### src/rtl/imem_arbiter.sv
// imem_arbiter: owns the single-port synchronous instruction memory and
// shares it between the fetch stage (read-only) and the program loader
// (read/write). Fetch is held stalled in BOOT until the loader signals the
// image is complete. In RUN, fetch has per-cycle priority, and a starvation
// counter forces one loader cycle (FORCE) after STARVE_MAX denied cycles.
//
// Handshake: a requester holds req (and its address/data) while stalled.
// An access happens in the cycle its grant is high (fetch: fetch_req &
// ~fetch_stall, loader: ld_grant). Read data returns exactly one cycle
// later as a single-cycle valid pulse; there is no backpressure on returns.
module imem_arbiter #(
  parameter int ADDR_W     = 16,
  parameter int DATA_W     = 16,
  parameter int STARVE_MAX = 8
) (
  input  logic              clk,
  input  logic              rst_n,
  input  logic              fetch_req,
  input  logic [ADDR_W-1:0] fetch_addr,
  output logic              fetch_stall,
  output logic [DATA_W-1:0] fetch_inst,
  output logic              fetch_valid,
  input  logic              ld_req,
  input  logic              ld_we,
  input  logic [ADDR_W-1:0] ld_addr,
  input  logic [DATA_W-1:0] ld_wdata,
  input  logic              ld_done,
  output logic              ld_grant,
  output logic [DATA_W-1:0] ld_rdata,
  output logic              ld_rvalid,
  output logic              boot_done,
  output logic [ADDR_W-1:0] mem_addr,
  output logic              mem_wren,
  output logic [DATA_W-1:0] mem_data,
  input  logic [DATA_W-1:0] mem_q,
  output logic [1:0]        dbg_state
);

  localparam logic [1:0] ST_BOOT  = 2'd0;
  localparam logic [1:0] ST_RUN   = 2'd1;
  localparam logic [1:0] ST_FORCE = 2'd2;

  localparam logic [1:0] TAG_NONE  = 2'd0;
  localparam logic [1:0] TAG_FETCH = 2'd1;
  localparam logic [1:0] TAG_LOAD  = 2'd2;

  localparam logic [7:0] STARVE_LIM = 8'(STARVE_MAX);

  logic [1:0] state;
  logic [1:0] state_nxt;
  logic [7:0] starve_cnt;
  logic [7:0] starve_nxt;
  logic [1:0] tag;
  logic [1:0] tag_nxt;
  logic       fetch_gnt;
  logic       ld_gnt;

  // Per-cycle arbitration, starvation counting and next-state selection.
  always_comb begin
    fetch_gnt  = 1'b0;
    ld_gnt     = 1'b0;
    state_nxt  = state;
    starve_nxt = starve_cnt;
    case (state)
      ST_BOOT: begin
        ld_gnt     = ld_req;
        starve_nxt = 8'd0;
        if (ld_done) state_nxt = ST_RUN;
      end
      ST_RUN: begin
        fetch_gnt = fetch_req;
        ld_gnt    = ld_req & ~fetch_req;
        if (ld_gnt) begin
          starve_nxt = 8'd0;
        end else if (ld_req) begin
          starve_nxt = starve_cnt + 8'd1;
          // Counter clears in FORCE, so it can never pass the limit and wrap.
          if (starve_nxt >= STARVE_LIM) state_nxt = ST_FORCE;
        end
      end
      ST_FORCE: begin
        ld_gnt     = ld_req;
        starve_nxt = 8'd0;
        state_nxt  = ST_RUN;
      end
      default: begin
        state_nxt  = ST_BOOT;
        starve_nxt = 8'd0;
      end
    endcase
  end

  // The read-owner tag follows whichever read was granted this cycle.
  always_comb begin
    tag_nxt = TAG_NONE;
    if (fetch_gnt)            tag_nxt = TAG_FETCH;
    else if (ld_gnt && !ld_we) tag_nxt = TAG_LOAD;
  end

  // State, counter, read-owner tag and boot flag registers.
  always_ff @(posedge clk or negedge rst_n) begin
    if (!rst_n) begin
      state      <= ST_BOOT;
      starve_cnt <= 8'd0;
      tag        <= TAG_NONE;
      boot_done  <= 1'b0;
    end else begin
      state      <= state_nxt;
      starve_cnt <= starve_nxt;
      tag        <= tag_nxt;
      if (state == ST_BOOT && ld_done) boot_done <= 1'b1;
    end
  end

  // Memory port: the granted requester drives the address; only loader writes.
  always_comb begin
    mem_addr = fetch_gnt ? fetch_addr : ld_addr;
    mem_wren = ld_gnt & ld_we;
    mem_data = ld_wdata;
  end

  // Requester-facing outputs; read data is steered by last cycle's tag.
  always_comb begin
    fetch_stall = (state == ST_BOOT) | (fetch_req & ~fetch_gnt);
    ld_grant    = ld_gnt;
    fetch_valid = (tag == TAG_FETCH);
    ld_rvalid   = (tag == TAG_LOAD);
    fetch_inst  = fetch_valid ? mem_q : '0;
    ld_rdata    = ld_rvalid ? mem_q : '0;
    dbg_state   = state;
  end

endmodule

### config.mk
export PLATFORM = sky130hd
export DESIGN_NAME = imem_arbiter
export DESIGN_NICKNAME = d
export VERILOG_FILES = /design/src/rtl/imem_arbiter.sv
export SDC_FILE = /design/constraint.sdc
export NUM_CORES = 1
export LEC_CHECK = 0
export CORE_MARGIN = 10
export CORE_UTILIZATION = 28
export CTS_BUF_LIST = sky130_fd_sc_hd__clkbuf_8 sky130_fd_sc_hd__clkbuf_16
export CTS_CLUSTER_DIAMETER = 80
export DETAILED_ROUTE_END_ITERATION = 8
export PLACE_DENSITY_LB_ADDON = 0.15
export SLEW_MARGIN = 20
export SYNTH_ARGS = -nofsm -noshare
export SYNTH_HDL_FRONTEND = slang
export SYNTH_SLANG_ARGS = --single-unit
### constraint.sdc
create_clock -name clk -period 1.7 [get_ports clk]
set_input_delay 0.17 -clock clk [delete_from_list [all_inputs] [get_ports clk]]
set_output_delay 0.17 -clock clk [all_outputs]
set_load 0.005 [all_outputs]
==> impl_results.html <==
<table>
<tr><th>Metric</th><th>Value</th></tr>
<tr><th colspan="2">Floorplanning</th></tr>
<tr><td>Die ar.</td><td>7687 µm²</td></tr>
<tr><td>Cell Rows</td><td>24</td></tr>
<tr><td>I/O pins</td><td>between 100 and 150</td></tr>
<tr><td>Die boundary height</td><td>87.68 µm</td></tr>
<tr><td>Area of the core</td><td>approximately 4400 µm²</td></tr>
<tr><td>Initial cell density of the core</td><td>0.2925</td></tr>
<tr><td>Horizontal die dimension</td><td>87.68 µm</td></tr>
<tr><th colspan="2">Clocking</th></tr>
<tr><td>Clock Path Buffers</td><td>2</td></tr>
<tr><td>Deepest level of the CTS H-tree</td><td>1</td></tr>
<tr><td>Clock buffer count from CTS</td><td>3</td></tr>
<tr><td>Clock network latency to the later pin of the worst-skew pair</td><td>0.24 ns</td></tr>
<tr><td>Clock Sinks</td><td>13</td></tr>
<tr><td>Post-CTS Hold Fix Bufs</td><td>0</td></tr>
<tr><td>CTS tree</td><td>yes</td></tr>
<tr><td>Clock-pin slew on the worst setup and hold paths</td><td>0.06 ns</td></tr>
<tr><td>Root Buffer Master</td><td>sky130_fd_sc_hd__clkbuf_8</td></tr>
<tr><th colspan="2">Worst setup path</th></tr>
<tr><td>Endpoint class of the critical path</td><td>output port</td></tr>
<tr><td>Required time at the endpoint of the critical path</td><td>1.53 ns</td></tr>
<tr><td>FF-to-FF End</td><td>dbg_state[0]</td></tr>
<tr><td>Buffers &amp; Inverters on Critical Path</td><td>3</td></tr>
<tr><td>Critical Path, Cell by Cell</td><td>and3b_2 &gt; buf_12 &gt; buf_6 &gt; mux2_4 &gt; buf_6</td></tr>
<tr><td>Minimum setup slack among reg-to-reg paths</td><td>0.14 ns</td></tr>
<tr><td>Crit path max-delay family</td><td>flip-flops</td></tr>
<tr><td>Number of cells on the critical path</td><td>5</td></tr>
<tr><td>Length in cells of the worst reg-to-reg path</td><td>5</td></tr>
<tr><td>Critical path's largest stage delay</td><td>0.39 ns</td></tr>
<tr><td>Endpoint of the most critical setup path</td><td>mem_addr[4]</td></tr>
<tr><td>Cell repeated most along the worst path</td><td>sky130_fd_sc_hd__buf_6</td></tr>
<tr><td>Worst path slowest cell</td><td>sky130_fd_sc_hd__dfrtp_1</td></tr>
<tr><td>Worst setup path startpoint</td><td>dbg_state[1]</td></tr>
<tr><td>WP data arrival</td><td>1.59 ns</td></tr>
<tr><td>Nature of the critical path startpoint</td><td>register</td></tr>
<tr><td>Source of the worst register-to-register timing path</td><td>starve_cnt[0]</td></tr>
<tr><td>Worst Path Max Fanout</td><td>5</td></tr>
<tr><td>Type of the worst setup path</td><td>reg -&gt; out</td></tr>
<tr><th colspan="2">Global routing</th></tr>
<tr><td>First-pass GRT wire length</td><td>between 7000 and 8000 µm</td></tr>
<tr><td>Initial antenna violation count</td><td>0</td></tr>
<tr><td>Vias in the first global route</td><td>1482</td></tr>
<tr><td>GRT Resource Usage Total</td><td>0.1230</td></tr>
<tr><td>Maximum number of pins on one net before global-route repair</td><td>14</td></tr>
<tr><td>Grt total ovfl</td><td>0</td></tr>
<tr><th colspan="2">Synthesis</th></tr>
<tr><td>Net Count, Synth</td><td>between 200 and 250</td></tr>
<tr><td>Library cell with the largest summed area after synthesis</td><td>sky130_fd_sc_hd__dfrtp_1</td></tr>
<tr><td>Cell area after technology mapping</td><td>1282 µm²</td></tr>
<tr><td>Yosys warning count</td><td>0</td></tr>
<tr><td>Mean area per synthesized cell</td><td>between 8 and 9 µm²</td></tr>
<tr><td>Fraction of synthesis flops using an asynchronous set or reset pin</td><td>1.000</td></tr>
<tr><td>Number of standard cells after synthesis</td><td>143</td></tr>
<tr><td>Post-synthesis sequential area ratio</td><td>0.2537</td></tr>
<tr><td>EDFF count, synth</td><td>0</td></tr>
<tr><td>Share of Yosys cell area claimed by the top area cell type</td><td>0.2537</td></tr>
<tr><td>Top cells by area, synth</td><td>sky130_fd_sc_hd__dfrtp_1 (25%), sky130_fd_sc_hd__and2_1 (17%), sky130_fd_sc_hd__mux2_2 (13%)</td></tr>
<tr><td>Flops &amp; latches, synth</td><td>13</td></tr>
<tr><td>Unique cell type count in the Yosys netlist</td><td>35</td></tr>
<tr><td>Dominant register cell in the synthesized netlist</td><td>sky130_fd_sc_hd__dfrtp_1</td></tr>
<tr><th colspan="2">Drt</th></tr>
<tr><td>Routed wire length</td><td>5339 µm</td></tr>
<tr><td>DRT antenna net count</td><td>0</td></tr>
<tr><td>Routed wirelength normalized by instance count</td><td>17.22 µm</td></tr>
<tr><td>Iteration-0 DRC count of the detailed router</td><td>49</td></tr>
<tr><td>Total vias in the final route</td><td>1461</td></tr>
<tr><td>Number of detailed-routing iterations run before antenna repair</td><td>4</td></tr>
<tr><td>Number of vias per cell</td><td>4.713</td></tr>
<tr><td>DRC violations left</td><td>0</td></tr>
<tr><th colspan="2">Hold path</th></tr>
<tr><td>Class of the most critical hold timing path</td><td>in -&gt; async</td></tr>
<tr><th colspan="2">Power and ir drop</th></tr>
<tr><td>Power per cell area</td><td>slightly below 400 nW/µm²</td></tr>
<tr><td>Highest ir drop seen on vdd</td><td>0.3372 mV</td></tr>
<tr><td>Leakage Power</td><td>1.544 nW</td></tr>
<tr><th colspan="2">Timing</th></tr>
<tr><td>Relative slew margins</td><td>0.6048</td></tr>
<tr><td>Final critical-path required period</td><td>1.758 ns</td></tr>
<tr><td>RSZ-0062 raised after global routing</td><td>true</td></tr>
<tr><td>Share of the cycle needed by the critical path after routing</td><td>1.034</td></tr>
<tr><td>Transition at the pin with the smallest max-transition slack</td><td>between 0.5 and 0.6 ns</td></tr>
<tr><td>Finish-stage setup viols</td><td>13</td></tr>
<tr><td>Pins Over Slew Limit</td><td>0</td></tr>
<tr><td>Max Clock Freq</td><td>568.8 MHz</td></tr>
<tr><td>Minimum setup slack in the final design</td><td>-0.05810 ns</td></tr>
<tr><td>Hold slack</td><td>0.3062 ns</td></tr>
<tr><td>Final-report hold violation count</td><td>0</td></tr>
<tr><td>Clock skew</td><td>0.002709 ns</td></tr>
<tr><th colspan="2">Final layout</th></tr>
<tr><td>Ant diodes</td><td>0</td></tr>
<tr><td>Net count, final</td><td>between 300 and 400</td></tr>
<tr><td>Final Non-Filler Cells</td><td>310</td></tr>
<tr><td>Layout-stage area growth over the synthesis result</td><td>109.3%</td></tr>
<tr><td>Fill cell count</td><td>389</td></tr>
<tr><td>Fraction of layout cells with a size suffix above 1</td><td>0.2791</td></tr>
<tr><th colspan="2">Status</th></tr>
<tr><td>Outcome</td><td>finished, violations left</td></tr>
<tr><td>Violations in the final reports</td><td>setup timing</td></tr>
<tr><th colspan="2">Placed design</th></tr>
<tr><td>Number of placed instances with taps included</td><td>289</td></tr>
<tr><td>Count of input and output buffers</td><td>109</td></tr>
<tr><td>Final GP Congestion</td><td>approximately 0.75</td></tr>
<tr><td>DP Wirelength</td><td>4159 µm</td></tr>
<tr><th colspan="2">Flow run</th></tr>
<tr><td>Reported max-cap violation count</td><td>0</td></tr>
</table>
worst register-to-register path: stages (launching register included):
cell and delay [ns]:
sky130_fd_sc_hd__dfrtp_1 0.41, sky130_fd_sc_hd__ha_2 0.23, sky130_fd_sc_hd__or3b_1 0.35, sky130_fd_sc_hd__a21oi_1 0.13, sky130_fd_sc_hd__o22ai_1 0.12, sky130_fd_sc_hd__a221oi_2 0.23
final cells by class:
type | count | area [µm²] | area share
Timing Repair Buffer | 135 | 1394 | 0.5193
Multi-Input combinational cell | 105 | 850.8 | 0.3170
Sequential cell | 13 | 325.3 | 0.1212
Tap cell | 52 | 65.06 | 0.02424
Clock buffer | 3 | 41.29 | 0.01538
Clock inverter | 1 | 3.754 | 0.001399
Inverter | 1 | 3.754 | 0.001399
cells in the mapped netlist (2+ instances only):
| master | count |
|---|---|
| sky130_fd_sc_hd__nor2b_1 | 2 |
| sky130_fd_sc_hd__and2_4 | 2 |
| sky130_fd_sc_hd__o31ai_1 | 2 |
| sky130_fd_sc_hd__o21ai_0 | 11 |
| sky130_fd_sc_hd__buf_4 | 18 |
| sky130_fd_sc_hd__buf_6 | 3 |
| sky130_fd_sc_hd__nor3b_1 | 2 |
| sky130_fd_sc_hd__nand3_1 | 2 |
| sky130_fd_sc_hd__nand4_1 | 2 |
| sky130_fd_sc_hd__dfrtp_1 | 13 |
| sky130_fd_sc_hd__a21oi_1 | 2 |
| sky130_fd_sc_hd__nor2_1 | 4 |
| sky130_fd_sc_hd__and2_1 | 34 |
| sky130_fd_sc_hd__and3_1 | 5 |
| sky130_fd_sc_hd__clkbuf_1 | 2 |
| sky130_fd_sc_hd__mux2_2 | 15 |
| sky130_fd_sc_hd__nor3_1 | 3 |
| sky130_fd_sc_hd__nand2_1 | 4 |
layout by cell type, fill, tap and decap left out, types with 2 or more instances in the layout:
cell type	instances
sky130_fd_sc_hd__nor3_1	3
sky130_fd_sc_hd__nand2_1	4
sky130_fd_sc_hd__a21oi_1	2
sky130_fd_sc_hd__o31ai_1	2
sky130_fd_sc_hd__buf_6	24
sky130_fd_sc_hd__clkbuf_2	2
sky130_fd_sc_hd__nor2b_4	2
sky130_fd_sc_hd__and3_1	5
sky130_fd_sc_hd__nand4_1	2
sky130_fd_sc_hd__and2_1	34
sky130_fd_sc_hd__buf_12	2
sky130_fd_sc_hd__clkbuf_8	3
sky130_fd_sc_hd__mux2_4	16
sky130_fd_sc_hd__o21ai_0	10
sky130_fd_sc_hd__buf_8	2
sky130_fd_sc_hd__inv_1	2
sky130_fd_sc_hd__dfrtp_1	13
sky130_fd_sc_hd__dlymetal6s2s_1	19
sky130_fd_sc_hd__nand3_1	2
sky130_fd_sc_hd__dlygate4sd2_1	16
sky130_fd_sc_hd__nor2_1	4
sky130_fd_sc_hd__nor3b_1	2
sky130_fd_sc_hd__clkdlybuf4s50_1	56
sky130_fd_sc_hd__buf_4	14
sky130_fd_sc_hd__and2_4	2
power breakdown:
part           switching [mW]  internal, mW  total, mW
Clock                   0.109         0.159      0.269
Combinational           0.141         0.325      0.466
Sequential             0.0114         0.322      0.333
Total                   0.261         0.807       1.07
metrics by stage:
stage	power, mW	TNS (ns)	area [µm²]	worst slack (ns)	util
6_report	1.068	-0.5507	2684	-0.05810	0.6122
2_1_floorplan	0.4780	0	1282	0.1725	-
4_1_cts	1.071	-1.733	2581	-0.1384	0.5888
5_1_grt	1.130	-1.186	2684	-0.1067	0.6122
3_5_place_dp	0.7395	-4.888	2337	-0.3147	0.5331
3_3_place_gp	0.7384	-4.705	2337	-0.3085	0.5331
how the worst min path moves through the flow:
stage | startpoint | to | depth (start not counted)
floorplan | rst_n | boot_done | 0
finish | rst_n | starve_cnt[2] | 1
CTS | rst_n | starve_cnt[2] | 1
detailed placement | ld_wdata[13] | mem_data[13] | 0
global placement | ld_wdata[13] | mem_data[13] | 0
global route | ld_wdata[11] | mem_data[11] | 0
routing by layer:
metal | track usage | vias up | share of wire
met2 | 0.2130 | 84 | 0.50
li1 | - | 717 | -
met4 | 0.008696 | 0 | 0.0015
met3 | 0.08171 | 4 | 0.14
met1 | 0.1264 | 656 | 0.36
met5 | 0 | - | 0
registers in the layout, summed over array words and instances, names as in the netlist:
register and flops:
starve_cnt 8, dbg_state 2, tag 2, boot_done 1
timing repair:
item                                    in CTS  in global routing
setup buffers                                9                  6
gates resized for setup                    128                 33
gates cloned                                 3                  0
endpoints found under the setup margin      50                 40
cells by family after synthesis:
| logic type | after synthesis | share of synthesized area |
|---|---|---|
| AND/OR/NAND/NOR | 63 | 0.3034 |
| buffers and inverters | 25 | 0.1444 |
| AO/OA/AOI/OAI | 24 | 0.1405 |
| adder cells (fa/ha/maj) | 1 | 0.009755 |
| multiplexers | 17 | 0.1483 |
| flip-flops | 13 | 0.2537 |
(Power assumes the default switching activity.)
